**config.mk**
```make
export PLATFORM = sky130hd
export DESIGN_NAME = multicycle_ctrl
export DESIGN_NICKNAME = d
export VERILOG_FILES = /design/src/rtl/multicycle_ctrl.sv
export SDC_FILE = /design/constraint.sdc
export NUM_CORES = 1
export LEC_CHECK = 0
export CORE_MARGIN = 5
export CORE_UTILIZATION = 64
export CTS_CLUSTER_DIAMETER = 40
export DETAILED_ROUTE_END_ITERATION = 8
export DONT_BUFFER_PORTS = 1
export GPL_TIMING_DRIVEN = 0
export PLACE_DENSITY = 0.9
export SYNTH_ARGS = -nofsm -noshare
export SYNTH_HDL_FRONTEND = slang
export SYNTH_SLANG_ARGS = --single-unit
export TNS_END_PERCENT = 5
```
**constraint.sdc**
```tcl
create_clock -name clk -period 3.2 [get_ports clk]
set_input_delay 0.64 -clock clk [delete_from_list [all_inputs] [get_ports clk]]
set_output_delay 0.64 -clock clk [all_outputs]
set_load 0.005 [all_outputs]
```
**src/rtl/multicycle_ctrl.sv**
```systemverilog
// Multicycle MIPS-style control FSM: sequences fetch/decode/execute/memory/writeback
// for R-type, lw/sw, beq, j, addi/andi, and traps on anything else.
module multicycle_ctrl #(
    parameter int CNT_W = 32
) (
    input  logic             clk,
    input  logic             rst,
    input  logic [5:0]       opcode,
    input  logic [5:0]       funct,
    input  logic             alu_zero,
    input  logic             mem_ready,
    output logic [5:0]       alu_sel,
    output logic             alu_src_a,
    output logic [1:0]       alu_src_b,
    output logic             pc_write,
    output logic [1:0]       pc_src,
    output logic             ir_write,
    output logic             iord,
    output logic             mem_read,
    output logic             mem_write,
    output logic             reg_write,
    output logic             reg_dst,
    output logic             mem_to_reg,
    output logic [3:0]       state,
    output logic             illegal,
    output logic [CNT_W-1:0] instr_count
);

    localparam logic [3:0] S_FETCH    = 4'd0;
    localparam logic [3:0] S_DECODE   = 4'd1;
    localparam logic [3:0] S_MEM_ADDR = 4'd2;
    localparam logic [3:0] S_MEM_RD   = 4'd3;
    localparam logic [3:0] S_MEM_WB   = 4'd4;
    localparam logic [3:0] S_MEM_WR   = 4'd5;
    localparam logic [3:0] S_EXEC     = 4'd6;
    localparam logic [3:0] S_R_WB     = 4'd7;
    localparam logic [3:0] S_BRANCH   = 4'd8;
    localparam logic [3:0] S_JUMP     = 4'd9;
    localparam logic [3:0] S_IMM_EXEC = 4'd10;
    localparam logic [3:0] S_IMM_WB   = 4'd11;
    localparam logic [3:0] S_TRAP     = 4'd12;

    localparam logic [5:0] OP_RTYPE = 6'b000000;
    localparam logic [5:0] OP_LW    = 6'b100011;
    localparam logic [5:0] OP_SW    = 6'b101011;
    localparam logic [5:0] OP_BEQ   = 6'b000100;
    localparam logic [5:0] OP_J     = 6'b000010;
    localparam logic [5:0] OP_ADDI  = 6'b001000;
    localparam logic [5:0] OP_ANDI  = 6'b001100;
    localparam logic [5:0] ALU_ADD  = 6'b100000;
    localparam logic [5:0] ALU_SUB  = 6'b000100;

    logic [3:0]       state_q;
    logic [3:0]       state_d;
    logic             illegal_q;
    logic [CNT_W-1:0] count_q;
    logic             funct_ok;
    logic             retire;

    always_comb begin
        funct_ok = 1'b0;
        case (funct)
            6'b100000, 6'b100010, 6'b100100, 6'b100101,
            6'b100111, 6'b101010, 6'b100110: funct_ok = 1'b1;
            default: funct_ok = 1'b0;
        endcase
    end

    always_comb begin
        state_d = state_q;
        case (state_q)
            S_FETCH:    if (mem_ready) state_d = S_DECODE;
            S_DECODE: begin
                case (opcode)
                    OP_RTYPE:        state_d = funct_ok ? S_EXEC : S_TRAP;
                    OP_LW, OP_SW:    state_d = S_MEM_ADDR;
                    OP_BEQ:          state_d = S_BRANCH;
                    OP_J:            state_d = S_JUMP;
                    OP_ADDI, OP_ANDI: state_d = S_IMM_EXEC;
                    default:         state_d = S_TRAP;
                endcase
            end
            S_MEM_ADDR: state_d = (opcode == OP_LW) ? S_MEM_RD : S_MEM_WR;
            S_MEM_RD:   if (mem_ready) state_d = S_MEM_WB;
            S_MEM_WB:   state_d = S_FETCH;
            S_MEM_WR:   if (mem_ready) state_d = S_FETCH;
            S_EXEC:     state_d = S_R_WB;
            S_R_WB:     state_d = S_FETCH;
            S_BRANCH:   state_d = S_FETCH;
            S_JUMP:     state_d = S_FETCH;
            S_IMM_EXEC: state_d = S_IMM_WB;
            S_IMM_WB:   state_d = S_FETCH;
            S_TRAP:     state_d = S_TRAP;
            default:    state_d = S_TRAP;
        endcase
    end

    // Only completing states ever lead back to FETCH, so any re-entry retires one instruction.
    assign retire = (state_d == S_FETCH) && (state_q != S_FETCH);

    always_ff @(posedge clk) begin
        if (rst) begin
            state_q   <= S_FETCH;
            illegal_q <= 1'b0;
            count_q   <= '0;
        end else begin
            state_q <= state_d;
            if (state_d == S_TRAP) illegal_q <= 1'b1;
            if (retire) count_q <= count_q + CNT_W'(1);
        end
    end

    always_comb begin
        alu_sel    = 6'b000000;
        alu_src_a  = 1'b0;
        alu_src_b  = 2'b00;
        pc_write   = 1'b0;
        pc_src     = 2'b00;
        ir_write   = 1'b0;
        iord       = 1'b0;
        mem_read   = 1'b0;
        mem_write  = 1'b0;
        reg_write  = 1'b0;
        reg_dst    = 1'b0;
        mem_to_reg = 1'b0;
        case (state_q)
            S_FETCH: begin
                mem_read  = 1'b1;
                alu_src_b = 2'b01;
                alu_sel   = ALU_ADD;
                ir_write  = mem_ready;
                pc_write  = mem_ready;
            end
            S_DECODE: begin
                alu_src_b = 2'b11;
                alu_sel   = ALU_ADD;
            end
            S_MEM_ADDR, S_IMM_EXEC: begin
                alu_src_a = 1'b1;
                alu_src_b = 2'b10;
                alu_sel   = opcode;
            end
            S_MEM_RD: begin
                mem_read = 1'b1;
                iord     = 1'b1;
            end
            S_MEM_WB: begin
                reg_write  = 1'b1;
                mem_to_reg = 1'b1;
            end
            S_MEM_WR: begin
                mem_write = 1'b1;
                iord      = 1'b1;
            end
            S_EXEC: begin
                alu_src_a = 1'b1;
                alu_sel   = funct;
            end
            S_R_WB: begin
                reg_write = 1'b1;
                reg_dst   = 1'b1;
            end
            S_BRANCH: begin
                alu_src_a = 1'b1;
                alu_sel   = ALU_SUB;
                pc_src    = 2'b01;
                pc_write  = alu_zero;
            end
            S_JUMP: begin
                pc_src   = 2'b10;
                pc_write = 1'b1;
            end
            S_IMM_WB: reg_write = 1'b1;
            default: ;
        endcase
        // Reset silences every strobe immediately, not just from the next edge.
        if (rst) begin
            alu_sel    = 6'b000000;
            alu_src_a  = 1'b0;
            alu_src_b  = 2'b00;
            pc_write   = 1'b0;
            pc_src     = 2'b00;
            ir_write   = 1'b0;
            iord       = 1'b0;
            mem_read   = 1'b0;
            mem_write  = 1'b0;
            reg_write  = 1'b0;
            reg_dst    = 1'b0;
            mem_to_reg = 1'b0;
        end
    end

    assign state       = state_q;
    assign illegal     = illegal_q;
    assign instr_count = count_q;

endmodule

```
**Word level (Yosys, flattened, before mapping)**

Cells that the tools add are included.
Widths: inputs -> output; s select.

- Memories kept: 0
- Output and inout bits: 56
- Logic and storage cells: 76
- Bits in read-only memories: 0
- Input port bits: 16
- Memory bits (writable): 0
- Bits in latches: 0
- Flip-flop bits (word level): 37

- Order comparisons: 0
- Multiply operators: 0
- Bitwise operators: 0
- Shift-type cells: 0
- Equal/unequal tests: 25
- Add/subtract/negate cells: 1
- Reduce and logical (&&, ||, !) cells: 15
- Divide/modulo/power cells: 0
- Multiplexer cells: 32

Operator list:

| kind | count |
|---|---|
| $eq 6x6->1 const B | 9 |
| $add 32x1->32 const B | 1 |
| $pmux 4 s8 | 1 |
| $pmux 6 s4 | 1 |
| $eq 4x4->1 const B | 5 |
| $pmux 4 s5 | 1 |
| $mux 1 | 18 |
| $eq 4x3->1 const B | 4 |
| $mux 4 | 4 |
| $eq 6x4->1 const B | 2 |
| $reduce_or 2->1 | 6 |
| $eq 4x2->1 const B | 2 |
| $logic_not 4->1 | 2 |
| $reduce_or 7->1 | 1 |
| $eq 6x2->1 const B | 1 |
| $eq 6x3->1 const B | 1 |
| $logic_not 6->1 | 1 |
| $mux 6 | 1 |
| $pmux 2 s3 | 1 |
| $reduce_or 5->1 | 1 |
| $eq 4x1->1 const B | 1 |
| $mux 2 | 2 |
| $pmux 2 s2 | 1 |
| $reduce_bool 4->1 | 1 |
| other kinds (5) | 5 |

**Depth between registers and ports, before layout**

- Depth in word-level cells: 8
- Gate-level depth with buffers: 10

**Worst setup path after synthesis**

Ideal clock, no wire load.

- Path type: input to register
- Start point: input port opcode[0]
- End point: register count_q[10] (netlist: instr_count[10])
- Cell stages on the path: 8
- Arrival: 2.459 ns
- Setup slack: 0.671 ns
- Library setup time: 0.070 ns
- Cells stage by stage: or2_4 > a2111oi_4 > and2_1 > o211ai_4 > or3_4 > buf_6 > or3_1 > a21oi_1

- Cells in the longest elaborated chain, start to end: 6
- Elaborated cells on any way between the ends: 14
- Those cells by class: 6 x eq/ne; 3 x mux; 5 x reduce/logical

RTL lines:

| what | RTL line | RTL |
|---|---|---|
| from (decl) | 8 | `input logic [5:0] opcode,` |
| $eq 6x4->1, or another cell as far along | 74 | `case (opcode)` |
| $reduce_or 2->1 | 74 |  |
| $pmux 4 s5 | 74 |  |
| $pmux 4 s8 (*) | 71 | `case (state_q)` |
| $logic_not 4->1 (*) | 99 | `assign retire = (state_d == S_FETCH) && (state_q != S_FETCH);` |
| $logic_and 1x1->1 (*) | 99 |  |
| to (signal assigned) | 109 | `if (retire) count_q <= count_q + CNT_W'(1);` |
| to (decl) | 56 | `logic [CNT_W-1:0] count_q;` |

Every way passes the cells marked *; elsewhere a longest branch is shown, timed or not.
A chain may end at the register's enable or synchronous reset.

**Final worst setup path**

- Start point: register state_q[3] (netlist: state[3])
- End point: output port alu_sel[1]

- Cells in the longest elaborated chain, start to end: 4
- Elaborated cells on any way between the ends: 10
- Those cells by class: 5 x eq/ne; 2 x mux; 3 x reduce/logical

RTL lines:

| what | RTL line | RTL |
|---|---|---|
| from (decl) | 53 | `logic [3:0] state_q;` |
| from (signal assigned) | 107 | `state_q <= state_d;` |
| $eq 4x2->1, or another cell as far along | 126 | `case (state_q)` |
| $reduce_or 2->1, on equally long branches | -- |  |
| $pmux 6 s4 (*) | 126 |  |
| $mux 6 (*) | 177 | `if (rst) begin` |
| to (decl) | 12 | `output logic [5:0] alu_sel,` |

Marked as above.

==> impl_metrics.csv <==
group,metric,value,unit
layout,antenna_cells,0,
yosys,ys_seq_area_frac,0.2960,
yosys,synth_warnings,0,
worst_setup_path,crit_type,"reg -> out",
grt,gr-total-overflow,0,
floorplan,initial_core_util,0.6734,
worst_setup_path,cp_max_fo,10,
worst_setup_path,critPathSlowestCell,"nor3b_1",
yosys,syn-num-nets,339,
pwr,p_total,1.072,mW
yosys,synth-async-reset-ratio,0,
route,finalWirelength,6.659,mm
clocking,ctsLongestPathBuffers,2,
clocking,cts_resized,0,
run_status,outcome,"completed",
clocking,clock-sinks,37,
flow_run,maxCapViolCount,0,
route,avgRoutedWirePerCell,17.62,um
placed_design,port_buffers,0,
layout,drive_above_1_share,0.09394,
layout,final_cells,378,
yosys,synth_flop_cell,"dfxtp_1",
yosys,syn_area_per_cell,7.771,sq um
sta,hold_viol_final,0,
grt,grt_max_degree,12,
worst_setup_path,cp-start-kind,"flip-flop",
layout,area_delta_synth_final,7.300,%
sta,timing.setup.tns,0,ns
floorplan,die_x,72.53,um
worst_setup_path,cp.required,2.56,ns
clocking,cts_hold_buf,0,
yosys,yosysTopAreaCellShare,0.2960,
route,first_pass_iters,4,
layout,ff_latch_area,740.7,sq um
worst_setup_path,path_common_cell,"clkbuf_1",
route,drt_iter0_drc,230,
yosys,synth_cell_types,59,
placed_design,gp_congestion,0.8677,
clocking,clk_latency,0.30,ns
sta,finalCriticalPeriod,2.834,ns
sta,rsz0062_at_grt,"no",
worst_hold_path,min_path_type,"reg -> reg",
sta,finalCritPeriodShare,0.8857,
layout,multi_input_area,1622,sq um
pwr,p_leak,0.8725,nW
floorplan,die_h,72.53,um
layout,layout.cells.most_common_list,"37 x dfxtp_1, 32 x a21oi_1, 28 x nor2_1",
worst_setup_path,critical_path.top_delay_family,"simple AND/OR/NAND/NOR gates",
worst_setup_path,critPathCaptureType,"output pin",
floorplan,rows,22,
yosys,synth_top_cell_by_area,"dfxtp_1",
grt,grt_pass1_vias,2284,
worst_setup_path,path_cells,"clkbuf_1 > clkbuf_1 > o21ai_0 > nor3b_1 > nand2_1 > nor2_1",
route,drc_errors,0,
worst_setup_path,max_stage_delay,0.48,ns
layout,final_nets,346,
layout,mostFrequentLayoutCell,"dfxtp_1",
sta,setup_violations,0,
clocking,cts_setup_buffers,0,
grt,grt_pass1_wl,10.77,mm
sta,fmax,352.8,MHz
placed_design,dp_hpwl,4.908,mm
floorplan,num_io_pins,72,
clocking,tritoncts,"built",
sta,finalClockSkew,0.009234,ns
clocking,cts_buffers,5,
yosys,ys_top_cells_by_area,"dfxtp_1 30%, a21oi_1 6.4%, nand4_1 4.5%",
grt,antenna_found_initial,0,
worst_setup_path,path_buf_inv,2,
yosys,syn_inst,322,
route,antenna_left,0,
pwr,ir_worst_vdd,0.3685,mV
yosys,netlist_area,2502,sq um
sta,relSlewSlack,0.3810,
placed_design,dp.cells,370,
yosys,ys_ff_latch,37,
clocking,h-tree-depth,2,
route,vias,2469,
layout,fillers,301,
route,viasPerCell,6.532,
grt,grt_usage,0.2565,
pwr,p_per_area,399.1,nW/um^2
floorplan,design.core.area,3716,sq um
floorplan,die_area,5261,sq um
yosys,synth_edf_count,0,
clocking,clk_pin_slew_worst_paths,0.07,ns
clocking,root_buffer,"clkbuf_8",
sta,final_max_slew_viol_count,0,
sta,worst_pin_slew,0.9271,ns
worst_setup_path,cp.arrival,2.19,ns
layout make-up:
class	instances	share of cell area
multi-input cells	252	0.6039
flip-flops and latches	37	0.2759
plain buffers	23	0.04054
clock buffers	7	0.03215
well taps	48	0.02237
inverters	10	0.01398
clock inverters	1	0.01118
routing by layer:
layer  part of all wire  vias to the layer above  track usage
li1                   -                     1202            -
met5                  0                        -            0
met3               0.12                        5      0.09972
met4              0.013                        0      0.09016
met2               0.48                      117       0.4259
met1               0.39                     1145       0.2997
worst reg2reg max path, delay by kind of cell, from the launching register on:
family	cells	cell delay (ns)
compound gates	4	0.61
buf+inv	4	1.03
flops	1	0.37
simple gates	2	0.63
flip-flops by register name, summed over array words and instances, names as in the netlist:
| signal | flops |
|---|---|
| state | 4 |
| illegal | 1 |
| instr_count | 32 |
synth_stat cells (9+ instances only):
| library cell | count |
|---|---|
| nor4_1 | 10 |
| dfxtp_1 | 37 |
| nor2b_1 | 13 |
| nand2_1 | 14 |
| nand4_1 | 18 |
| clkbuf_1 | 11 |
| nor3_1 | 9 |
| a21oi_1 | 32 |
| inv_1 | 10 |
| nor2_1 | 28 |
| o21ai_1 | 17 |
cell families after synthesis:
family	Yosys count	share of synthesized area
compound gates	78	0.2070
simple gates	162	0.3910
xor+xnor	7	0.02450
mux	4	0.01800
fa+ha+maj	1	0.004999
buf+inv	33	0.05850
flops	37	0.2960
power by group:
part           internal [mW]  switching, mW
Clock                  0.254          0.168
Sequential             0.467        0.00913
Combinational         0.0611          0.112
Total                  0.782          0.289
worst paths after layout:
kind | endpoint | from | slack (ns) | depth (start not counted)
min | illegal | illegal | 0.51 | 2
max | alu_sel[1] | state[3] | 0.37 | 6
max reg2reg | instr_count[26] | state[0] | 0.49 | 10
min reg2reg | illegal | illegal | 0.51 | 2
metrics by stage:
stage                     area, sq um  utilization  hold WS (ns)  setup WS (ns)
final                            2685       0.7226        0.5102         0.3658
after global routing             2685       0.7226        0.5533         0.1229
after CTS                        2679       0.7209        0.5235         0.2180
after detailed placement         2562       0.6896        0.5061         0.4283
after global placement           2562       0.6896        0.4911         0.4992
after floorplan                  2502            -        0.4604         0.6705
Power figures use the tool's default switching activity.
